--- src/rtl/ifetch_buf.sv ---
// Fetch buffer: sequential PC, imem req/ack, DEPTH x {pc, instr} queue to decode; IFB_BYPASS_EN adds empty-queue bypass.
// Latency: ack to inst_valid 1 cycle (0 with IFB_BYPASS_EN); redirect to new imem_addr 1 cycle, or 1 after a stale ack.
// Backpressure: fetch parks in IDLE while no slot is free; inst_ready low holds the head entry.
module ifetch_buf #(
   parameter int          DEPTH    = 4,
   parameter logic [31:0] RESET_PC = 32'h0000_0000
) (
   input  logic        clk,
   input  logic        rst,
   input  logic        redir,
   input  logic [31:0] redir_pc,
   output logic        imem_req,
   output logic [31:0] imem_addr,
   input  logic        imem_ack,
   input  logic [31:0] imem_rdata,
   output logic        inst_valid,
   output logic [31:0] inst_data,
   output logic [31:0] inst_pc,
   input  logic        inst_ready
);

   localparam int AW = $clog2(DEPTH);
   localparam int CW = AW + 1;

   typedef enum logic [1:0] {IDLE, FETCH, DROP} state_t;

   state_t        state, state_next;
   logic [31:0]   fetch_pc, fetch_pc_next;
   logic [31:0]   addr_q;
   logic [31:0]   mem_pc   [DEPTH];
   logic [31:0]   mem_inst [DEPTH];
   logic [AW-1:0] wr_ptr, rd_ptr;
   logic [CW-1:0] count, count_next;
   logic          fifo_vld, ack_fetch, bypass, push, pop;

   assign imem_req  = (state != IDLE);
   assign imem_addr = addr_q;

   always_comb begin
      fifo_vld  = (count != '0);
      ack_fetch = (state == FETCH) && imem_ack;
`ifdef IFB_BYPASS_EN
      bypass    = ack_fetch && !fifo_vld && !redir;
`else
      bypass    = 1'b0;
`endif
      inst_valid = fifo_vld || bypass;
      inst_data  = bypass ? imem_rdata : mem_inst[rd_ptr];
      inst_pc    = bypass ? fetch_pc   : mem_pc[rd_ptr];

      // A bypassed word taken by decode in the same cycle never enters the queue.
      pop  = fifo_vld && inst_ready && !redir;
      push = ack_fetch && !redir && !(bypass && inst_ready);
      count_next = redir ? '0 : count + CW'(push) - CW'(pop);

      fetch_pc_next = fetch_pc;
      if (redir)
         fetch_pc_next = {redir_pc[31:2], 2'b00};
      else if (ack_fetch)
         fetch_pc_next = fetch_pc + 32'd4;

      state_next = state;
      case (state)
         IDLE: begin
            if (redir || count_next < CW'(DEPTH))
               state_next = FETCH;
         end
         FETCH: begin
            if (redir)
               state_next = imem_ack ? FETCH : DROP;
            else if (imem_ack)
               state_next = (count_next < CW'(DEPTH)) ? FETCH : IDLE;
         end
         // The stale read must complete before the target can be requested.
         DROP: begin
            if (imem_ack)
               state_next = FETCH;
         end
         default: state_next = IDLE;
      endcase
   end

   always_ff @(posedge clk or posedge rst) begin
      if (rst) begin
         state    <= IDLE;
         fetch_pc <= RESET_PC;
         addr_q   <= RESET_PC;
         count    <= '0;
         wr_ptr   <= '0;
         rd_ptr   <= '0;
         for (int i = 0; i < DEPTH; i++) begin
            mem_pc[i]   <= '0;
            mem_inst[i] <= '0;
         end
      end else begin
         state    <= state_next;
         fetch_pc <= fetch_pc_next;
         count    <= count_next;
         if (state_next != DROP)
            addr_q <= fetch_pc_next;
         if (redir) begin
            wr_ptr <= '0;
            rd_ptr <= '0;
         end else begin
            if (push) begin
               mem_pc[wr_ptr]   <= fetch_pc;
               mem_inst[wr_ptr] <= imem_rdata;
               wr_ptr           <= wr_ptr + AW'(1);
            end
            if (pop)
               rd_ptr <= rd_ptr + AW'(1);
         end
      end
   end

endmodule

--- config.mk ---
export PLATFORM = sky130hd
export DESIGN_NAME = ifetch_buf
export DESIGN_NICKNAME = d
export VERILOG_FILES = /design/src/rtl/ifetch_buf.sv
export SDC_FILE = /design/constraint.sdc
export NUM_CORES = 1
export LEC_CHECK = 0
export ABC_AREA = 1
export ABC_CLOCK_PERIOD_IN_PS = 14400
export CAP_MARGIN = 20
export CORE_UTILIZATION = 56
export CTS_CLUSTER_SIZE = 20
export DETAILED_ROUTE_END_ITERATION = 16
export PLACE_DENSITY = 0.8
export SLEW_MARGIN = 20
export SYNTH_ARGS = -nofsm -noshare
export SYNTH_HDL_FRONTEND = slang
export SYNTH_SLANG_ARGS = --single-unit
--- constraint.sdc ---
create_clock -name clk -period 14.4 [get_ports clk]
set_input_delay 2.88 -clock clk [delete_from_list [all_inputs] [get_ports clk]]
set_output_delay 2.88 -clock clk [all_outputs]
set_load 0.01 [all_outputs]
==> impl_metrics.toml <==
[logic_synthesis]
synthTopCellsByArea = "dfrtp_1, nand2_1, o21ai_0"
ys.flop_type = "dfrtp_1"
synth_simple_gate_area_share_pct = 19.2
postSynthAreaPerCell_um2 = 8.46
synthMuxAreaShare_pct = 0
synth_top_area_share_pct = 56.0
syn-num-nets = 1815
synthAdderAreaFrac_pct = 0.732
synth-edff-count = 0
synthXorXnorAreaFrac_pct = 0.476
synth_top_family_by_area = "simple AND/OR/NAND/NOR gates"
syn_area_um2 = 14700
netlist.top_cell.by_area = "dfrtp_1"
ys_async_sr_fraction_pct = 100
synth_cell_types = 39
ys_ff_latch = 329
ys_warn_count = 0
syn-instance-count = 1738
synth_compound_area_share_pct = 17.9
ys_seq_area_share_pct = 56.0

[clocking]
clk_path_buf_depth = 3
cts_resized = 0
clkLatencyLatePin_ns = 0.51
cts_tree = "done"
h-tree-depth = 2
cts_buffers = 35
hold_buffers = 0
post_cts_buffers = 0
clockRootBuffer = "clkbuf_16"
path_clk_slew_ns = 0.06
cts.sinks = 329

[global_routing]
grt_overflow_total = 0
antenna_found_initial = 0
grt_max_degree = 117
grt_pass1_vias = 11934
grt_usage_pct = 27.8
grt_pass1_wl_mm = 59.7

[layout]
mostFrequentLayoutCells = "nand2_1, dfrtp_1, o21ai_0"
drive_gt1_share_pct = 5.85
layout_commonest_cell = "nand2_1"
fin_cells = 2193
nNetsFinal = 1917
fillers = 2022
n_antenna_cell = 0
areaGrowthSynthToFinish_pct = 19.1

[min_path]
min-delay-start = "imem_addr[0]"
min_path_cells = 2
worst_hold_path_type = "register to register"
hold_path_end = "imem_addr[0]"

[sta]
fin_crit_ns = 6.53
finalSetupTns_ns = 0
setup_viol = 0
rsz0062_at_grt = "false"
drv_slew = 0
post-route-period-util_pct = 45.3
skew_ns = 0.0166
finalHoldViolCount = 0
worstMarginPinSlew_ns = 0.955
max_freq_mhz = 153
relSlewSlack_pct = 36.4

[floorplan]
die_area_um2 = 26900
num_rows = 58
coreArea_um2 = 25500
initial_core_util_pct = 57.7
die_w_um = 164
die_h_um = 164
ios = 167

[critical_path]
cp-startpoint = "rd_ptr[0]"
ff2ff_setup_slack_ns = 11.26
slowest_delay_ns = 0.74
crit_fanout = 73
cp.required_ns = 11.52
worstPathArrival_ns = 3.65
slowest_stage = "dfrtp_4"
r2r-start = "state[1]"
cp-start-kind = "register"
path_cells = "inv_4 > buf_4 > o21ai_0 > o22ai_1 > clkdlybuf4s50_1"
worstSetupPathType = "register to primary output"
r2r-end = "state[0]"
reg2reg_depth = 15
crit_path_end_kind = "primary output"

[drt]
vias = 12419
drt_iter0_drc = 1269
drt.antenna.violating_nets = 0
wl_per_cell_um = 16.4
drc = 0
dr.pass1.iters = 5
via_per_inst = 5.66
drt_wl_total_mm = 35.9

[placed_design]
dp_cells = 2133
gp_congestion = 0.901
dpl.hpwl_mm = 21.4
io_buffers = 164

[power]
leakagePower_nw = 8.28
ir_worst_vdd_v = 0.000140
p_per_area_nw_per_um2 = 198

[outcome]
outcome = "finished, final reports clean"

[run]
max-cap-violations = 0
-- kinds of logic after synthesis --
group	count (synthesis)
flops	329
buf+inv	207
simple gates	685
compound gates	501
fa+ha+maj	8
xor+xnor	8
-- power breakdown --
group | internal (mW) | total [mW] | switching (mW)
registers | 1.22 | 1.40 | 0.179
clock network | 0.494 | 0.850 | 0.356
logic | 0.567 | 1.21 | 0.646
-- synthesized netlist by cell type (3+ instances only) --
cell      count
a21boi_1      5
a21oi_1      11
a31oi_1       7
and2_1        4
buf_1        12
buf_2        39
clkbuf_1     61
dfrtp_1     329
ha_1          7
inv_1        90
nand2_1     436
nand3_1      29
nand3_2       3
nand4_1       9
nor2_1      169
nor2_2        4
nor2_4        3
nor2_8        4
nor3_1        5
o211ai_1      5
o21ai_0     217
o21ai_1     187
o22ai_1      64
or2_2        11
xor2_1        8
-- routing by layer --
| layer | share of wire (%) | wire, µm | global-route usage [%] | up-vias |
|---|---|---|---|---|
| li1 | - | - | - | 5961 |
| met3 | 6.6 | 2360 | 3.71 | 85 |
| met5 | 0 | 0 | 0 | - |
| met2 | 46 | 16600 | 43.3 | 502 |
| met4 | 3.1 | 1100 | 10.1 | 0 |
| met1 | 44 | 15900 | 39.9 | 5871 |
-- layout make-up --
type	instances	area, µm²	share of cell area [%]
inverters	94	365	2.09
flip-flops and latches	329	8240	47.0
clock buffers	49	1020	5.83
repair buffers	178	1750	10.0
clock inverters	11	60.1	0.343
well taps	330	413	2.36
multi-input cells	1202	5670	32.4
-- registers in the layout, summed over array words and instances, names as in the netlist --
signal / flops
wr_ptr: 2
rd_ptr: 2
fetch_pc: 32
state: 2
mem_inst: 128
count: 3
mem_pc: 128
imem_addr: 32
-- stage by stage --
step                hold slack [ns]  instance area, µm²  power [mW]  setup WS [ns]  util, %
floorplan                     0.448               14700        2.06           2.41        -
global placement              0.461               16400        2.57           8.48     64.5
detailed placement            0.465               16400        2.61           8.37     64.5
CTS                           0.482               17500        3.47           7.91     68.7
global route                  0.492               17500        3.69           7.71     68.8
finish                        0.476               17500        3.46           7.87     68.8
-- how the worst max path moves through the flow --
| stage | to | slack [ns] |
|---|---|---|
| 5_1_grt | inst_pc[11] | 7.71 |
| 2_1_floorplan | count[0] | 2.41 |
| 4_1_cts | inst_pc[26] | 7.91 |
| 3_3_place_gp | inst_pc[11] | 8.48 |
| 3_5_place_dp | state[0] | 8.37 |
| 6_report | inst_pc[17] | 7.87 |
-- critical path: cells and delay by family (launching register included) --
kind / cells / cell delay [ns]
buf+inv: 3 / 1.89
flops: 1 / 0.74
compound gates: 2 / 0.45
Note: power is estimated with default switching activity, not from simulation.
